`src/rtl/vga_pkg.sv`:
```
// Shared VGA definitions: memory-port control, colour type, fill-engine states
// and the pixel address helper used by the fill and blit blocks.
package vga_pkg;

    typedef struct packed {
        logic       memRead;
        logic       memWrite;
        logic [3:0] byteEn;
    } mem_ctrl_t;

    typedef logic [31:0] vga_color_t;

    typedef enum logic [1:0] {
        IDLE = 2'd0,
        FILL = 2'd1,
        SWAP = 2'd2,
        DONE = 2'd3
    } vga_fill_state_t;

    localparam logic [31:0] VGA_PXL_BASE  = 32'h1002_0000;
    localparam logic [31:0] VGA_SWAP_ADDR = 32'h1003_0000;

    // Byte offset of pixel (x,y) inside the pixel window: row-major with a
    // 256-pixel pitch, one 32-bit word per pixel.
    function automatic logic [31:0] vga_pxl_addr(input logic [7:0] x, input logic [7:0] y);
        return {14'd0, y, x, 2'b00};
    endfunction

endpackage

```
`src/rtl/vga_rect_clip.sv`:
```
// Combinational rectangle clipper: clamps the rectangle's far edges to the
// frame and flags rectangles that cover no visible pixel.
module vga_rect_clip #(
    parameter int FRAME_W = 160,
    parameter int FRAME_H = 120
) (
    input  logic [7:0] x0_i,
    input  logic [7:0] y0_i,
    input  logic [8:0] w_i,
    input  logic [8:0] h_i,
    output logic [9:0] xe_o,
    output logic [9:0] ye_o,
    output logic       empty_o
);

    logic [9:0] x_end;
    logic [9:0] y_end;

    // Far edges in 10 bits so x0+w never wraps, then clamp to the frame.
    always_comb begin
        x_end   = {2'b00, x0_i} + {1'b0, w_i};
        y_end   = {2'b00, y0_i} + {1'b0, h_i};
        xe_o    = (x_end > 10'(FRAME_W)) ? 10'(FRAME_W) : x_end;
        ye_o    = (y_end > 10'(FRAME_H)) ? 10'(FRAME_H) : y_end;
        empty_o = ({2'b00, x0_i} >= 10'(FRAME_W)) || ({2'b00, y0_i} >= 10'(FRAME_H))
                  || (w_i == 9'd0) || (h_i == 9'd0);
    end

endmodule

```
`src/rtl/vga_rect_fill.sv`:
```
// Rectangle-fill engine: writes one clipped pixel per unstalled cycle onto the
// VGA memory write port, optionally followed by the buffer-swap write.
module vga_rect_fill
    import vga_pkg::*;
#(
    parameter int          FRAME_W   = 160,
    parameter int          FRAME_H   = 120,
    parameter logic [31:0] PXL_BASE  = VGA_PXL_BASE,
    parameter logic [31:0] SWAP_ADDR = VGA_SWAP_ADDR
) (
    input  logic        i_clk,
    input  logic        i_reset_n,
    input  logic        i_start,
    input  logic [7:0]  i_x0,
    input  logic [7:0]  i_y0,
    input  logic [8:0]  i_w,
    input  logic [8:0]  i_h,
    input  logic [31:0] i_color,
    input  logic        i_swap,
    input  logic        i_stall,
    output logic [31:0] o_pxlAddr,
    output logic [31:0] o_pxlData,
    output mem_ctrl_t   o_ctrlVGA,
    output logic        o_busy,
    output logic        o_done
);

    vga_fill_state_t state_q;
    logic [7:0]      x_q, y_q, x0_q;
    logic [9:0]      xe_q, ye_q;
    vga_color_t      color_q;
    logic            swap_q;
    logic [31:0]     addr_q, data_q;
    mem_ctrl_t       ctrl_q;
    logic            busy_q, done_q;

    logic [9:0]      xe_d, ye_d;
    logic            empty_d;
    logic            x_last, y_last;

    vga_rect_clip #(
        .FRAME_W(FRAME_W),
        .FRAME_H(FRAME_H)
    ) u_clip (
        .x0_i   (i_x0),
        .y0_i   (i_y0),
        .w_i    (i_w),
        .h_i    (i_h),
        .xe_o   (xe_d),
        .ye_o   (ye_d),
        .empty_o(empty_d)
    );

    // End-of-row / end-of-rectangle detection on the current pixel.
    always_comb begin
        x_last = (({2'b00, x_q} + 10'd1) == xe_q);
        y_last = (({2'b00, y_q} + 10'd1) == ye_q);
    end

    // Fill FSM with X/Y raster counters; port outputs are registered and
    // default to zero every cycle so only real writes show memWrite.
    always_ff @(posedge i_clk) begin
        if (!i_reset_n) begin
            state_q <= IDLE;
            x_q     <= '0;
            y_q     <= '0;
            x0_q    <= '0;
            xe_q    <= '0;
            ye_q    <= '0;
            color_q <= '0;
            swap_q  <= 1'b0;
            addr_q  <= '0;
            data_q  <= '0;
            ctrl_q  <= '0;
            busy_q  <= 1'b0;
            done_q  <= 1'b0;
        end else begin
            addr_q <= '0;
            data_q <= '0;
            ctrl_q <= '0;
            done_q <= 1'b0;
            case (state_q)
                IDLE: begin
                    if (i_start) begin
                        x_q     <= i_x0;
                        y_q     <= i_y0;
                        x0_q    <= i_x0;
                        xe_q    <= xe_d;
                        ye_q    <= ye_d;
                        color_q <= i_color;
                        swap_q  <= i_swap;
                        busy_q  <= 1'b1;
                        if (empty_d) begin
                            state_q <= i_swap ? SWAP : DONE;
                        end else begin
                            state_q <= FILL;
                        end
                    end
                end
                FILL: begin
                    if (!i_stall) begin
                        ctrl_q.memWrite <= 1'b1;
                        addr_q          <= PXL_BASE + vga_pxl_addr(x_q, y_q);
                        data_q          <= color_q;
                        if (x_last) begin
                            x_q <= x0_q;
                            if (y_last) begin
                                state_q <= swap_q ? SWAP : DONE;
                            end else begin
                                y_q <= y_q + 8'd1;
                            end
                        end else begin
                            x_q <= x_q + 8'd1;
                        end
                    end
                end
                SWAP: begin
                    if (!i_stall) begin
                        ctrl_q.memWrite <= 1'b1;
                        addr_q          <= SWAP_ADDR;
                        data_q          <= '0;
                        state_q         <= DONE;
                    end
                end
                DONE: begin
                    done_q  <= 1'b1;
                    busy_q  <= 1'b0;
                    state_q <= IDLE;
                end
                default: state_q <= IDLE;
            endcase
        end
    end

    assign o_pxlAddr = addr_q;
    assign o_pxlData = data_q;
    assign o_ctrlVGA = ctrl_q;
    assign o_busy    = busy_q;
    assign o_done    = done_q;

endmodule

```
`config.mk`:
```
export PLATFORM = sky130hd
export DESIGN_NAME = vga_rect_fill
export DESIGN_NICKNAME = d
export VERILOG_FILES = /design/src/rtl/vga_pkg.sv /design/src/rtl/vga_rect_clip.sv /design/src/rtl/vga_rect_fill.sv
export SDC_FILE = /design/constraint.sdc
export NUM_CORES = 1
export LEC_CHECK = 0
export ABC_AREA = 1
export CAP_MARGIN = 20
export CORE_UTILIZATION = 40
export DETAILED_ROUTE_END_ITERATION = 10
export HOLD_SLACK_MARGIN = 0.15
export MAX_ROUTING_LAYER = met4
export PLACE_DENSITY = 0.74
export SYNTH_ARGS = -nofsm -noshare
export SYNTH_HDL_FRONTEND = slang
export SYNTH_SLANG_ARGS = --single-unit
```
`constraint.sdc`:
```
create_clock -name i_clk -period 2.2 [get_ports i_clk]
set_input_delay 0.44 -clock i_clk [delete_from_list [all_inputs] [get_ports i_clk]]
set_output_delay 0.44 -clock i_clk [all_outputs]
set_load 0.02 [all_outputs]
```
==> impl_metrics.py, run 1 <==
metrics = {
    "floorplan": {
        "pin_count": 143,
        "die_w_um": 127,
        "die_h_um": 127,
        "initial_core_util_pct": 41.3,
        "core.rowCount": 45,
        "core_area_um2": 15300,
        "total_die_area_um2": 16200,
    },
    "clocking": {
        "postCtsHoldBufs": 0,
        "clock-sinks": 132,
        "cts.reportedPaths.clkPinSlew_ns": 0.06,
        "clock_tree_from_tritoncts": "built",
        "htreeDepth": 4,
        "cts-buffers-inserted": 17,
        "cts_root_buf": "sky130_fd_sc_hd__clkbuf_16",
        "clock_latency_ns": 0.42,
        "cts_max_path_buffers": 2,
    },
    "route": {
        "vias_per_cell": 4.81,
        "drc": 0,
        "drt_pre_antenna_iters": 8,
        "wl_per_cell_um": 12.9,
        "postRouteAntennaNets": 0,
        "wirelength_um": 16600,
        "drc_violation_total_after_the_first_tritonroute_iteration": 372,
        "num_vias": 6179,
    },
    "setup_path": {
        "timing.critical_path.required_ns": 2.51,
        "crit_arrival_ns": 2.38,
        "ff2ff_setup_slack_ns": 0.13,
        "critical_path_class": "flop to flop",
        "startpoint_type": "flop",
        "worstSetupEndpointType": "flop",
        "timing.critical_path.fanout_max": 8,
    },
    "power_and_ir_drop": {
        "internal_power_w": 0.00628,
        "report.power.total_w": 0.00990,
        "worst_ir_drop_vdd_mv": 0.670,
        "comb_power_share_pct": 35.8,
        "switching_power_w": 0.00362,
        "clockPowerShare_pct": 32.5,
        "cellPowerDensity_nw_per_um2": 1110,
        "cellLeakagePower_nw": 3.91,
        "switch_share_pct": 36.6,
        "power_frac_seq_pct": 31.7,
    },
    "timing": {
        "rsz0062_at_grt": "true",
        "clock-skew-final_ns": 0.00535,
        "final_max_slew_viol_count": 0,
        "hold_violations": 0,
        "finalSetupTns_ns": 0,
        "fmax_mhz": 482,
        "relSlewSlack_pct": 64.7,
        "fin_crit_ns": 2.07,
        "layout_worst_path_cycle_share_pct": 94.3,
        "final.hold.worst_slack_ns": 0.431,
        "finalSetupViolCount": 0,
        "worst_slew_pin_slew_ns": 0.528,
    },
    "global_route": {
        "first_global_vias": 5700,
        "groute.usage.overall_pct": 21.2,
        "grt_antenna_before_repair": 0,
        "grt_start_max_net_pins": 104,
        "wire_length_of_the_first_global_routing_pass_um": 26500,
        "globalRoute.totalOverflow": 0,
    },
    "yosys": {
        "yosysUniqueCellTypes": 32,
        "synth.yosys.seq_area_share_pct": 42.0,
        "syn-cell-area_um2": 6300,
        "yosysWarnings": 0,
        "synth_cells": 891,
        "postSynthRegisterBits": 132,
        "synthesis.area_per_instance_um2": 7.07,
    },
    "run_status": {
        "status": "completed",
    },
    "finish": {
        "total_number_of_nets_in_the_final_design": 1157,
        "layout.filler_cells": 1376,
        "diodes": 0,
        "fraction_of_layout_cells_with_a_size_suffix_above_1_pct": 13.2,
        "syn2layout_area_growth_pct": 41.4,
        "final_util_pct": 58.4,
        "instances_no_fill": 1284,
        "layout_commonest_cell": "sky130_fd_sc_hd__nand2_1",
        "layout.cells.most_common_list": "sky130_fd_sc_hd__nand2_1, sky130_fd_sc_hd__dfxtp_1, sky130_fd_sc_hd__inv_1",
    },
    "place": {
        "numPortBuffers": 123,
        "hpwlAfterDp_um": 12000,
        "place_congestion": 0.930,
        "dp.cells": 1249,
    },
    "flow_run": {
        "maxCapViolCount": 0,
    },
    "worst_hold_path": {
        "worstHoldPathType": "flop to flop",
    },
}
-- metrics by stage --
step / worst slack (ns) / area, um2
after CTS: 0.0320 / 8710
after global routing: -0.0476 / 8910
after global placement: -0.420 / 8020
final: 0.126 / 8910
after floorplan: 0.0981 / 6360
after detailed placement: -0.501 / 8020
-- state kept, by name, indices dropped and copies added, names as in the netlist --
name / cells
ye_q: 10
xe_q: 10
o_ctrlVGA: 1
o_busy: 1
state_q: 2
swap_q: 1
o_done: 1
x0_q: 8
x_q: 8
y_q: 8
o_pxlData: 32
o_pxlAddr: 18
color_q: 32
-- final cells by class --
cell class | instances | area [um2] | area share [%]
flip-flops and latches | 132 | 2650 | 29.7
multi-input cells | 605 | 3160 | 35.5
inverters | 122 | 458 | 5.14
clock inverters | 14 | 249 | 2.80
repair buffers | 183 | 1700 | 19.1
clock buffers | 17 | 425 | 4.78
well taps | 211 | 264 | 2.96
-- power by group through the flow --
| stage | combinational (W) | sequential (W) | clock [W] |
|---|---|---|---|
| 3_5_place_dp | 0.00335 | 0.00315 | 0 |
| 6_report | 0.00354 | 0.00314 | 0.00322 |
| 4_1_cts | 0.00339 | 0.00310 | 0.00326 |
| 3_3_place_gp | 0.00330 | 0.00314 | 0 |
| 2_1_floorplan | 0.00236 | 0.00312 | 0 |
| 5_1_grt | 0.00399 | 0.00317 | 0.00337 |
-- metal layers --
metal	routed length [um]	global-route usage [%]	vias to the layer above	share of wire, %
li1	-	-	3159	-
met1	7200	24.4	2792	43
met5	0	-	-	0
met4	466	9.66	0	2.8
met3	778	3.94	41	4.7
met2	8160	36.0	187	49
-- cells by family after synthesis --
kind of cell / Yosys count / synth area share (%)
buffers and inverters: 173 / 11.7
other: 1 / 0.0595
DFF: 132 / 42.0
adders and majority gates: 25 / 5.21
and+or+nand+nor: 390 / 27.1
xor gates and xnor gates: 6 / 0.834
AOI/OAI and AO/OA: 164 / 13.2
-- repair_timing --
item,CTS,global route
resized for setup,6,39
cloned,0,1
pin swaps,1,10
setup buffers,0,3
setup endpoints to repair,15,31
-- synth_stat cells --
library cell	number	area, um2
sky130_fd_sc_hd__fa_1	2	40.0
sky130_fd_sc_hd__xor2_1	2	17.5
sky130_fd_sc_hd__nor2_1	102	383
sky130_fd_sc_hd__ha_1	23	288
sky130_fd_sc_hd__buf_1	5	18.8
sky130_fd_sc_hd__nor2_4	2	22.5
sky130_fd_sc_hd__xnor2_1	4	35.0
sky130_fd_sc_hd__nand3b_1	8	60.1
sky130_fd_sc_hd__inv_1	121	454
sky130_fd_sc_hd__a21oi_1	86	430
sky130_fd_sc_hd__dfxtp_1	132	2640
sky130_fd_sc_hd__nand2_1	172	646
sky130_fd_sc_hd__nand3_2	1	10.0
sky130_fd_sc_hd__o21a_1	1	7.51
sky130_fd_sc_hd__nand3_1	55	275
sky130_fd_sc_hd__buf_2	1	5.00
sky130_fd_sc_hd__nand3_4	1	17.5
sky130_fd_sc_hd__clkbuf_1	23	86.3
sky130_fd_sc_hd__a211oi_1	1	7.51
sky130_fd_sc_hd__inv_2	1	3.75
sky130_fd_sc_hd__buf_4	21	158
sky130_fd_sc_hd__nand2_2	6	37.5
sky130_fd_sc_hd__nand4_1	16	100
sky130_fd_sc_hd__nand2_4	2	22.5
sky130_fd_sc_hd__conb_1	1	3.75
sky130_fd_sc_hd__o21ai_0	72	360
sky130_fd_sc_hd__or2_2	2	12.5
sky130_fd_sc_hd__nor3_1	21	105
sky130_fd_sc_hd__nor2_2	2	12.5
sky130_fd_sc_hd__a31oi_1	3	18.8
sky130_fd_sc_hd__o21ai_1	1	5.00
sky130_fd_sc_hd__buf_6	1	11.3
-- path summary, 6_finish.rpt --
path                                            from              endpoint  cells past startpoint
worst max register to register   y_q[0]$_SDFFE_PN0P_   y_q[7]$_SDFFE_PN0P_                     15
worst max-delay path             y_q[0]$_SDFFE_PN0P_   y_q[7]$_SDFFE_PN0P_                     15
worst min-delay path            xe_q[9]$_SDFFE_PN0P_  xe_q[9]$_SDFFE_PN0P_                      2
worst min register to register  xe_q[9]$_SDFFE_PN0P_  xe_q[9]$_SDFFE_PN0P_                      2
-- critical path, stage by stage, from the launching register on --
cell,delay (ns)
sky130_fd_sc_hd__dfxtp_2,0.38
sky130_fd_sc_hd__ha_2,0.23
sky130_fd_sc_hd__nand2_2,0.10
sky130_fd_sc_hd__nor2_2,0.12
sky130_fd_sc_hd__nand2_1,0.07
sky130_fd_sc_hd__nand2_1,0.11
sky130_fd_sc_hd__nand2_1,0.08
sky130_fd_sc_hd__nand2_1,0.06
sky130_fd_sc_hd__nand2_1,0.06
sky130_fd_sc_hd__nor2_2,0.14
sky130_fd_sc_hd__nand4_1,0.12
sky130_fd_sc_hd__buf_4,0.18
sky130_fd_sc_hd__nand3_4,0.15
sky130_fd_sc_hd__nand2_1,0.07
sky130_fd_sc_hd__nand2_1,0.06
sky130_fd_sc_hd__nor2_1,0.04
Note: power is estimated with default switching activity, not from simulation.
==> run 2, diff against run 1 <==
SETUP_SLACK_MARGIN = 0.3   (was unset)
==> run 2 against run 1 <==
- count of clock-buffer cells in the layout rose by 7
- sequential share of layout area decreased by 0.67 points
- worst setup slack improved by 0.16 ns
- critical path type unchanged
- global-route usage down 0.69 points
- largest cell class unchanged
- routed wire length is 0.80% lower
- critical path depth fell by 1
==> impl_metrics.py, run 2 (synthesis results as in run 1) <==
metrics = {
    "finish": {
        "total_number_of_nets_in_the_final_design": 1168,
        "final_util_pct": 59.9,
        "diodes": 0,
        "fraction_of_layout_cells_with_a_size_suffix_above_1_pct": 18.3,
        "layout.filler_cells": 1395,
        "multiInputGateArea_um2": 3370,
        "layout_commonest_cell": "sky130_fd_sc_hd__nand2_1",
        "syn2layout_area_growth_pct": 45.1,
        "layout.cells.most_common_list": "sky130_fd_sc_hd__nand2_1, sky130_fd_sc_hd__dfxtp_1, sky130_fd_sc_hd__inv_1",
        "regArea_um2": 2650,
    },
    "timing": {
        "final.hold.worst_slack_ns": 0.432,
        "post-route-worst-setup-slack_ns": 0.291,
        "fmax_mhz": 524,
        "layout_worst_path_cycle_share_pct": 86.8,
        "hold_violations": 0,
        "finalSetupViolCount": 0,
        "clock-skew-final_ns": 0.00919,
        "worst_slew_pin_slew_ns": 0.507,
        "fin_crit_ns": 1.91,
        "final_max_slew_viol_count": 0,
        "rsz0062_at_grt": "true",
        "relSlewSlack_pct": 66.1,
    },
    "place": {
        "numPortBuffers": 123,
        "place_congestion": 0.881,
        "hpwlAfterDp_um": 11500,
        "detailedPlace.worstSlack_ns": -0.404,
    },
    "clocking": {
        "cts.reportedPaths.clkPinSlew_ns": 0.05,
        "cts-buffers-inserted": 17,
        "cts_max_path_buffers": 2,
        "htreeDepth": 4,
        "postCtsHoldBufs": 0,
        "clock_tree_from_tritoncts": "built",
        "cts_root_buf": "sky130_fd_sc_hd__clkbuf_16",
        "clock-sinks": 132,
        "clock_latency_ns": 0.41,
    },
    "run_status": {
        "status": "completed",
    },
    "floorplan": {
        "die_h_um": 127,
        "die_w_um": 127,
        "total_die_area_um2": 16200,
        "core_area_um2": 15300,
        "initial_core_util_pct": 41.3,
        "core.rowCount": 45,
        "pin_count": 143,
    },
    "route": {
        "postRouteAntennaNets": 0,
        "drc": 0,
        "drt_pre_antenna_iters": 5,
        "wirelength_um": 16500,
        "wl_per_cell_um": 12.7,
        "num_vias": 6242,
        "drc_violation_total_after_the_first_tritonroute_iteration": 374,
        "vias_per_cell": 4.82,
    },
    "global_route": {
        "first_global_vias": 5606,
        "wire_length_of_the_first_global_routing_pass_um": 25900,
        "globalRoute.totalOverflow": 0,
        "groute.usage.overall_pct": 20.5,
        "grt_start_max_net_pins": 65,
        "grt_antenna_before_repair": 0,
    },
    "setup_path": {
        "critical_path_class": "flop to flop",
        "timing.critical_path.fanout_max": 8,
        "timing.critical_path.required_ns": 2.52,
        "worstSetupEndpointType": "flop",
        "startpoint_type": "flop",
        "crit_arrival_ns": 2.23,
    },
    "power_and_ir_drop": {
        "cellLeakagePower_nw": 4.02,
        "worst_ir_drop_vdd_mv": 0.562,
        "cellPowerDensity_nw_per_um2": 1080,
        "report.power.total_w": 0.00983,
    },
    "worst_hold_path": {
        "worstHoldPathType": "flop to flop",
    },
    "flow_run": {
        "maxCapViolCount": 0,
    },
}
[run 2: changes by cell type in the layout (fill, tap and decap cells not counted), moves of 6 or more]
cell | before | now
sky130_fd_sc_hd__a21oi_2 | 5 | 11
sky130_fd_sc_hd__buf_4 | 59 | 67
sky130_fd_sc_hd__nand2_2 | 9 | 17
sky130_fd_sc_hd__nand2_1 | 168 | 159
sky130_fd_sc_hd__inv_1 | 121 | 115
sky130_fd_sc_hd__clkbuf_2 | 0 | 6
sky130_fd_sc_hd__a21oi_1 | 81 | 74
sky130_fd_sc_hd__dlygate4sd2_1 | 2 | 14
sky130_fd_sc_hd__ha_4 | 6 | 14
sky130_fd_sc_hd__clkbuf_8 | 0 | 6
sky130_fd_sc_hd__clkdlybuf4s50_1 | 115 | 92
[run 2: metal layers]
metal | vias to the layer above | wire (um) | GRT usage (%)
met1 | 2824 | 7330 | 24.9
met5 | - | 0 | -
li1 | 3186 | - | -
met4 | 0 | 292 | 7.14
met2 | 207 | 7900 | 34.3
met3 | 25 | 954 | 3.69
[run 2: repair_timing]
item	4_1_cts	5_1_grt
setup buffers	2	5
resized for setup	43	73
setup endpoints to repair	33	55
gates cloned	1	0
pin swaps	18	31
[run 2: critical path, stage by stage, from the launching register on]
cell and delay, ns:
sky130_fd_sc_hd__dfxtp_2 0.36, sky130_fd_sc_hd__buf_6 0.12, sky130_fd_sc_hd__nand2_2 0.06, sky130_fd_sc_hd__nor2_4 0.19, sky130_fd_sc_hd__nand2_2 0.09, sky130_fd_sc_hd__nand2_1 0.06
sky130_fd_sc_hd__nand3_1 0.06, sky130_fd_sc_hd__nand2_1 0.08, sky130_fd_sc_hd__nand2_1 0.06, sky130_fd_sc_hd__nor2_2 0.14, sky130_fd_sc_hd__nand2_4 0.10, sky130_fd_sc_hd__buf_4 0.18
sky130_fd_sc_hd__nand3_1 0.08, sky130_fd_sc_hd__nand3_1 0.09, sky130_fd_sc_hd__a21oi_1 0.15
[run 2: power by group]
group | switching (W) | internal, W
Sequential | 0.000289 | 0.00284
Combinational | 0.00232 | 0.00142
Clock | 0.000993 | 0.00196
Total | 0.00360 | 0.00622
[run 2: per-stage QoR]
stage / area (um2) / instances / TNS [ns]
5_1_grt: 9140 / 1296 / 0
2_1_floorplan: 6430 / 909 / 0
3_5_place_dp: 8140 / 1256 / -4.95
3_3_place_gp: 8140 / 1256 / -4.28
6_report: 9140 / 1296 / 0
4_1_cts: 8890 / 1291 / 0
[run 2: path summary, 6_finish.rpt]
kind                             from  slack [ns]  cells after the start                       end
min          color_q[12]$_SDFFE_PN0P_        0.43                      2  o_pxlData[12]$_SDFF_PP0_
max               x_q[1]$_SDFFE_PN0P_        0.29                     14       x_q[5]$_SDFFE_PN0P_
min reg2reg  color_q[12]$_SDFFE_PN0P_        0.43                      2  o_pxlData[12]$_SDFF_PP0_
max reg2reg       x_q[1]$_SDFFE_PN0P_        0.29                     14       x_q[5]$_SDFFE_PN0P_
[run 2: final cells by class]
type,count,share of cell area (%)
multi-input combinational,605,36.8
sequential,132,29.0
timing repair buffer,194,19.3
clock buffer,24,5.60
inverter,122,5.05
tap,211,2.89
clock inverter,8,1.31
==> run 3, diff against run 2 <==
--- a/config.mk
+++ b/config.mk
@@ -15,2 +15,3 @@
 export SETUP_SLACK_MARGIN = 0.3
+export SKIP_LAST_GASP = 1
 export SYNTH_ARGS = -nofsm -noshare
==> constraint.sdc (replaced) <==
create_clock -name i_clk -period 2.2 [get_ports i_clk]
set_input_delay 0.33 -clock i_clk [delete_from_list [all_inputs] [get_ports i_clk]]
set_output_delay 0.33 -clock i_clk [all_outputs]
set_load 0.02 [all_outputs]
==> run 3 against run 2 <==
- flip-flop and latch count did not move
- total power increased by 4.3%
- worst setup slack got worse by 0.080 ns
- core utilization is 1.5 points higher
- non-clock buffer count is the same
- clock power is 1% higher
- count of clock-buffer cells in the layout is 3 lower
- die area unchanged
- hold slack worse by 0.099 ns
- first-iteration DRC count grew 26%
- combinational power increased by 8.3%
- largest power group unchanged
- sequential power increased by 3%
==> impl_metrics.py, run 3 (synthesis results as in run 1) <==
metrics = {
    "power_and_ir_drop": {
        "cellLeakagePower_nw": 4.10,
        "switching_power_w": 0.00389,
        "cellPowerDensity_nw_per_um2": 1090,
        "power_frac_seq_pct": 31.3,
        "clockPowerShare_pct": 29.2,
        "switch_share_pct": 38.0,
        "comb_power_share_pct": 39.6,
        "internal_power_w": 0.00636,
        "worst_ir_drop_vdd_mv": 0.676,
    },
    "floorplan": {
        "core_area_um2": 15300,
        "die_w_um": 127,
        "initial_core_util_pct": 41.3,
        "pin_count": 143,
        "die_h_um": 127,
        "total_die_area_um2": 16200,
        "core.rowCount": 45,
    },
    "finish": {
        "fraction_of_layout_cells_with_a_size_suffix_above_1_pct": 20.8,
        "instances_no_fill": 1296,
        "layout.cells.most_common_list": "sky130_fd_sc_hd__nand2_1, sky130_fd_sc_hd__dfxtp_1, sky130_fd_sc_hd__inv_1",
        "post-route-cell-area_um2": 9360,
        "total_number_of_nets_in_the_final_design": 1168,
        "diodes": 0,
        "syn2layout_area_growth_pct": 48.7,
        "layout_commonest_cell": "sky130_fd_sc_hd__nand2_1",
    },
    "timing": {
        "clock-skew-final_ns": 0.0113,
        "worst_slew_pin_slew_ns": 0.552,
        "fin_crit_ns": 1.99,
        "rsz0062_at_grt": "true",
        "relSlewSlack_pct": 63.2,
        "fmax_mhz": 503,
        "final_max_slew_viol_count": 0,
        "finalSetupViolCount": 0,
        "hold_violations": 0,
        "layout_worst_path_cycle_share_pct": 90.4,
    },
    "clocking": {
        "cts.reportedPaths.clkPinSlew_ns": 0.06,
        "clock-sinks": 132,
        "postCtsHoldBufs": 0,
        "cts_root_buf": "sky130_fd_sc_hd__clkbuf_16",
        "cts_max_path_buffers": 2,
        "cts-buffers-inserted": 17,
        "clock_latency_ns": 0.42,
        "clock_tree_from_tritoncts": "built",
        "htreeDepth": 4,
    },
    "route": {
        "drt_pre_antenna_iters": 8,
        "num_vias": 6373,
        "postRouteAntennaNets": 0,
        "drc": 0,
        "wl_per_cell_um": 13.4,
        "drc_violation_total_after_the_first_tritonroute_iteration": 471,
        "wirelength_um": 17400,
        "vias_per_cell": 4.92,
    },
    "setup_path": {
        "timing.critical_path.from": "y_q[1]$_SDFFE_PN0P_",
        "critPathSlowestCell": "sky130_fd_sc_hd__dfxtp_4",
        "startpoint_type": "flop",
        "crit_path_max_incr_delay_ns": 0.38,
        "critical_path_class": "flop to flop",
        "worstSetupEndpointType": "flop",
        "ff2ff_setup_slack_ns": 0.21,
        "critPathTopFamily": "simple AND/OR/NAND/NOR gates",
        "worst_r2r_startpoint": "y_q[1]$_SDFFE_PN0P_",
        "crit_arrival_ns": 2.34,
        "timing.critical_path.required_ns": 2.55,
        "critical-path-top-cell-by-count": "sky130_fd_sc_hd__nand2_1",
        "cp_cell_sequence": "ha_4, nand2_4, nor2_4, nand2_1, nand2_1, nand2_1, nand2_1, nand2_1, nor2_4, nand4_1, buf_4, nand3_4, nor2_2, nor2_1",
        "timing.critical_path.fanout_max": 7,
        "crit_buf_inv": 1,
    },
    "global_route": {
        "groute.usage.overall_pct": 21.4,
        "globalRoute.totalOverflow": 0,
        "first_global_vias": 5761,
        "grt_antenna_before_repair": 0,
        "wire_length_of_the_first_global_routing_pass_um": 26800,
        "grt_start_max_net_pins": 105,
    },
    "place": {
        "numPortBuffers": 123,
        "hpwlAfterDp_um": 11600,
        "dp.cells": 1247,
        "place_congestion": 0.913,
        "detailed_place.area_um2": 8020,
    },
    "worst_hold_path": {
        "min_from": "i_reset_n",
        "worstHoldPathType": "input port to flop",
    },
    "run_status": {
        "status": "completed",
    },
    "flow_run": {
        "maxCapViolCount": 0,
    },
}
[run 3: cell types whose count changed in the layout (fill, tap and decap cells not counted), moves of 6 or more]
cell,delta
sky130_fd_sc_hd__dlygate4sd2_1,-10
sky130_fd_sc_hd__clkbuf_2,-6
sky130_fd_sc_hd__nand3_1,-7
sky130_fd_sc_hd__dlymetal6s2s_1,+8
sky130_fd_sc_hd__clkdlybuf4s50_1,+6
sky130_fd_sc_hd__nand2_2,+16
sky130_fd_sc_hd__nand2_1,-16
[run 3: worst reg2reg max path: cells and delay by family, from the launching register on]
kind | cells | cell delay, ns
simple gates | 12 | 1.15
flops | 1 | 0.38
buf+inv | 1 | 0.22
fa+ha+maj | 1 | 0.17
[run 3: per-stage QoR]
step / util [%] / TNS, ns / setup slack (ns) / total power [W] / hold slack [ns]
2_1_floorplan: - / 0 / 0.306 / 0.00549 / 0.408
3_3_place_gp: 52.6 / -3.21 / -0.288 / 0.00642 / 0.420
3_5_place_dp: 52.6 / -3.95 / -0.358 / 0.00649 / 0.425
4_1_cts: 58.1 / 0 / 0.276 / 0.00977 / 0.320
5_1_grt: 61.4 / 0 / 0.0846 / 0.0109 / 0.352
6_report: 61.4 / 0 / 0.210 / 0.0102 / 0.332
[run 3: power by group through the flow]
stage | registers, W | clock network, W | logic, W
2_1_floorplan | 0.00312 | 0 | 0.00237
3_3_place_gp | 0.00314 | 0 | 0.00328
3_5_place_dp | 0.00315 | 0 | 0.00334
4_1_cts | 0.00313 | 0.00304 | 0.00359
5_1_grt | 0.00325 | 0.00317 | 0.00447
6_report | 0.00321 | 0.00299 | 0.00405
[run 3: area by class of cell]
type | instances | area, um2
clock buffers | 21 | 450
clock inverters | 11 | 175
fillers | 1302 | 5890
inverters | 122 | 467
multi-input cells | 605 | 3510
flip-flops and latches | 132 | 2670
well taps | 211 | 264
repair buffers | 194 | 1830
[run 3: layer usage]
metal,GRT usage [%],routed length (um),vias up
met4,9.17,435,0
met1,24.9,7270,2927
met3,4.73,880,49
met5,-,0,-
li1,-,-,3187
met2,35.6,8760,210
[run 3: final timing paths]
kind              cells after the start                        to
hold reg to reg                       2  o_pxlData[15]$_SDFF_PP0_
setup reg to reg                     14       y_q[1]$_SDFFE_PN0P_
setup / recovery                     14       y_q[1]$_SDFFE_PN0P_
hold / removal                        3   state_q[1]$_SDFFE_PN0P_
[run 3: what timing repair did]
action | 4_1_cts | 5_1_grt
pin swaps | 31 | 53
cloned | 1 | 0
resized for setup | 49 | 108
endpoints found under the hold margin | 0 | 0
setup buffers | 7 | 9
setup endpoints to repair | 33 | 33
==> edit 1: new RTL, flow settings as in run 1 <==
The 4 states of `vga_fill_state_t` get a one-hot encoding in 4 bits.
--- a/src/rtl/vga_pkg.sv
+++ b/src/rtl/vga_pkg.sv
@@ -10,11 +10,11 @@
 
     typedef logic [31:0] vga_color_t;
 
-    typedef enum logic [1:0] {
-        IDLE = 2'd0,
-        FILL = 2'd1,
-        SWAP = 2'd2,
-        DONE = 2'd3
+    typedef enum logic [3:0] {
+        IDLE = 4'b0001,
+        FILL = 4'b0010,
+        SWAP = 4'b0100,
+        DONE = 4'b1000
     } vga_fill_state_t;
 
     localparam logic [31:0] VGA_PXL_BASE  = 32'h1002_0000;
Function: same outputs for any inputs over 4 cycles, from zero or initial values and one cycle with i_reset_n low; so few cycles prove little.
==> edit 1 against run 1 <==
Worst setup slack worse by 0.0050 ns; sequential power up 2%; count of clock-buffer cells in the layout up 1; global-route usage down 0.92 points; highest routed layer unchanged; clock power about the same; critical endpoint is now xe_q[1]; critical path type is now in2reg; cell area up 1.6%; sequential share of layout area about the same; area after synthesis up 1.3%; power down 2.3%; clock skew up 0.0052 ns; sequential cell count up 2; wire length down 3.5%.
==> edit 1: results <==
[run_status]
status = "completed"

[global_routing]
met2_usage_pct = 33.6
use_met1_pct = 25.6
grt_usage_pct = 20.3
grt.met3_usage_pct = 4.22
grt_max_degree = 69
grt_pass1_wl_um = 26300
grt_pass1_vias = 5845

[placement]
dp_slack_ns = -0.442
gp_congestion = 0.887
placed_cell_area_sq_um = 8200
dpl.hpwl_um = 11700
port_buffers = 123

[synthesis]
synth-seq-area-share_pct = 42.0
synth_cell_types = 37
synthFlopType = "dfxtp_1"
synth_area_per_cell_sq_um = 7.01
synth.top_cells.by_count = "182 x nand2_1, 134 x dfxtp_1, 127 x inv_1"
synth_area_leaders = "dfxtp_1 42%, nand2_1 11%, inv_1 7.5%"
synth_top_area_share_pct = 42.0

[detailed_routing]
met2WireLength_um = 7410
firstDrtPassIters = 5
drt-initial-drc-count = 390
met3_length_um = 911
routed_via_density = 4.75
m1WireLength_um = 7540
wire_per_inst_um = 12.2

[pwr]
power_density_nw_per_um2 = 1070
peakVddDrop_mv = 0.584
pwr-share-seq_pct = 33.2
leakage_nw = 4.08
p_comb_share_pct = 33.4
power_switching_w = 0.00335

[final_layout]
layout.nets = 1180
nFillCells = 1406
fin_cells = 1313
drive_gt1_share_pct = 14.0

[critical_path]
path_max_fanout = 5
critPathArrivalTime_ns = 2.42
crit_path_end = "xe_q[1]"
cpPeakStageDelay_ns = 0.42
reg2reg_slack_ns = 0.15
slowest_stage = "clkdlybuf4s50_1"
r2r_end = "y_q[3]"
crit_start = "i_x0[0]"
rr_worst_depth = 14
critPathTopFamily = "buffers and inverters"

[sta]
period_share_pct = 94.5
fin_worst_skew_ns = 0.0106
holdWs_ns = 0.432

[hold_path]
min_from = "color_q[8]"
hold_end = "o_pxlData[8]"

[clock_network]
post_cts_resized = 1
==> edit 1: cell count changes in the layout (fill, tap and decap cells not counted), sizes merged, moves of 5 or more <==
cell   change
a21oi      -7
nor2      +15
o21ai      +5
buf        +8
inv        +6
ha         -5
nand2      +9
nor3      -13
==> edit 1: logic make-up after synthesis <==
group	share of synthesized area [%]
AO/OA/AOI/OAI	13.3
XOR/XNOR	1.24
adder cells (fa/ha/maj)	4.16
buffers and inverters	11.9
flip-flops	42.0
other	0.0588
AND/OR/NAND/NOR	27.3
==> edit 1: area by class of cell <==
type / instances / area (sq um) / share of cell area, %
Tap cell: 211 / 264 / 2.92
Clock buffer: 18 / 429 / 4.74
Sequential cell: 134 / 2690 / 29.7
Multi-Input combinational cell: 615 / 3160 / 34.9
Timing Repair Buffer: 191 / 1780 / 19.6
Clock inverter: 14 / 249 / 2.75
Inverter: 130 / 488 / 5.39
==> edit 2: new RTL, config.mk and constraints of run 1 <==
Without the edit above. `FRAME_W` is set to 160 in 2 places; all go to 120.
--- a/src/rtl/vga_rect_clip.sv
+++ b/src/rtl/vga_rect_clip.sv
@@ -1,7 +1,7 @@
 // Combinational rectangle clipper: clamps the rectangle's far edges to the
 // frame and flags rectangles that cover no visible pixel.
 module vga_rect_clip #(
-    parameter int FRAME_W = 160,
+    parameter int FRAME_W = 120,
     parameter int FRAME_H = 120
 ) (
     input  logic [7:0] x0_i,
--- a/src/rtl/vga_rect_fill.sv
+++ b/src/rtl/vga_rect_fill.sv
@@ -3,7 +3,7 @@
 module vga_rect_fill
     import vga_pkg::*;
 #(
-    parameter int          FRAME_W   = 160,
+    parameter int          FRAME_W   = 120,
     parameter int          FRAME_H   = 120,
     parameter logic [31:0] PXL_BASE  = VGA_PXL_BASE,
     parameter logic [31:0] SWAP_ADDR = VGA_SWAP_ADDR
Check against the original RTL: not equivalent (Yosys sat finds a counterexample within 4 cycles, from zero or initial values and one cycle with i_reset_n low).
==> edit 2 against run 1 <==
Sequential cell count stayed put; worst setup slack lost 0.028 ns; area after synthesis is 0.42% lower; global-route usage down 0.53 points; largest power group unchanged; cell area fell by 0.84%; via count is 2.5% lower; critical endpoint is now y_q[4]; wire length shrank 3.6%; count of clock-buffer cells in the layout stayed put; power down 1.1%.
==> edit 2: results <==
[run_status]
status = "completed"

[critical_path]
critPathArrivalTime_ns = 2.41
cpPeakStageDelay_ns = 0.33
slowest_stage = "dfxtp_1"
reg2reg_slack_ns = 0.1
path_max_fanout = 8
crit_start = "y_q[0]"
rr_worst_depth = 15
crit_path_end = "y_q[4]"
r2r_end = "y_q[4]"

[synthesis]
synth_area_leaders = "dfxtp_1 42%, nand2_1 9.4%, inv_1 6.9%"
synth_compound_area_share_pct = 13.2
synth-seq-area-share_pct = 42.1
synthAdderAreaFrac_pct = 5.23
synth_xor_area_share_pct = 1.10
synth_top_area_share_pct = 42.1
yosysWarningCount = 0
synthMuxAreaShare_pct = 0.180
synthFlopType = "dfxtp_1"
synth_cell_types = 38
synth.top_cells.by_count = "157 x nand2_1, 132 x dfxtp_1, 116 x inv_1"

[clock_network]
cts.clk_slew.worst_paths_ns = 0.06
clk_latency_ns = 0.41
cts_buffers = 17
htreeDepth = 4
cts_root_buffer = "clkbuf_16"

[hold_path]
hold_depth = 3
min_path_type = "in2reg"
hold_end = "o_done"
min_from = "i_reset_n"

[global_routing]
grt_pass1_vias = 5560
grt_usage_pct = 20.7
grt_pass1_wl_um = 25900
grt_max_degree = 65

[pwr]
internal_power_w = 0.00613
leakage_nw = 3.94
pwr-share-clk_pct = 30.6
peakVddDrop_mv = 0.456
pwr-share-seq_pct = 31.6
switching_share_pct = 37.4

[detailed_routing]
drt-initial-drc-count = 476
vias = 6023
drc_errors = 0
firstDrtPassIters = 6
wire_per_inst_um = 12.7

[final_layout]
layout.nets = 1137
drive_gt1_share_pct = 13.9
antenna_cells = 0

[sta]
worst_pin_slew_ns = 0.583
fin_worst_skew_ns = 0.00895
clock.fmax_ghz = 0.476

[placement]
dpl.hpwl_um = 11700
gp_congestion = 0.862
## edit 2: changes by cell type after synthesis, moves of 3 or more
cell / change
inv_1: -5
nand2_1: -15
nand2_2: +3
nor2_1: -4
nand3_1: -12
buf_1: -5
clkbuf_1: +3
o21ai_0: -5
## edit 2: timing repair
action | 4_1_cts | 5_1_grt
pin swaps | 1 | 9
buffers inserted | 0 | 2
hold buffers | 0 | 0
setup endpoints to repair | 8 | 24
hold endpoints to repair | 0 | 0
resized for setup | 4 | 26
gates cloned | 0 | 1
## edit 2: routing by layer
layer	global-route usage, %	vias to the layer above	wire length, um
met5	-	-	0
met4	7.35	0	403
met3	4.10	42	929
met2	33.7	228	7390
met1	25.6	2657	7290
li1	-	3096	-
## edit 2: metrics by stage
step	utilization (%)	setup slack, ns	instance area (sq um)	cells	hold slack, ns
final	57.9	0.0980	8830	1265	0.379
after global routing	57.9	-0.124	8830	1265	0.391
after CTS	57.0	0.0130	8700	1262	0.367
after detailed placement	52.8	-0.515	8060	1230	0.423
after global placement	52.8	-0.442	8060	1230	0.419
after floorplan	-	0.0920	6340	880	0.415
## edit 2: area by class of cell
class / count / area (sq um)
clock buffer: 17 / 425
clock inverter: 15 / 203
multi-input combinational: 582 / 3090
sequential: 132 / 2640
timing repair buffer: 189 / 1760
tap: 211 / 264
inverter: 119 / 447
fill: 1369 / 6430
## edit 2: worst reg2reg max path, cell delays in order, from the launching register on
cell and delay, ns:
dfxtp_1 0.33, buf_4 0.13, inv_1 0.06, nor2_1 0.28, nand2_1 0.15, nand2_1 0.11, nand2_1 0.05, nand2_1 0.06
nand2_1 0.06, nor2_1 0.16, nand4_1 0.13, buf_4 0.19, nand3_4 0.11, nand2_1 0.08, nand2_1 0.06, nor2_1 0.04
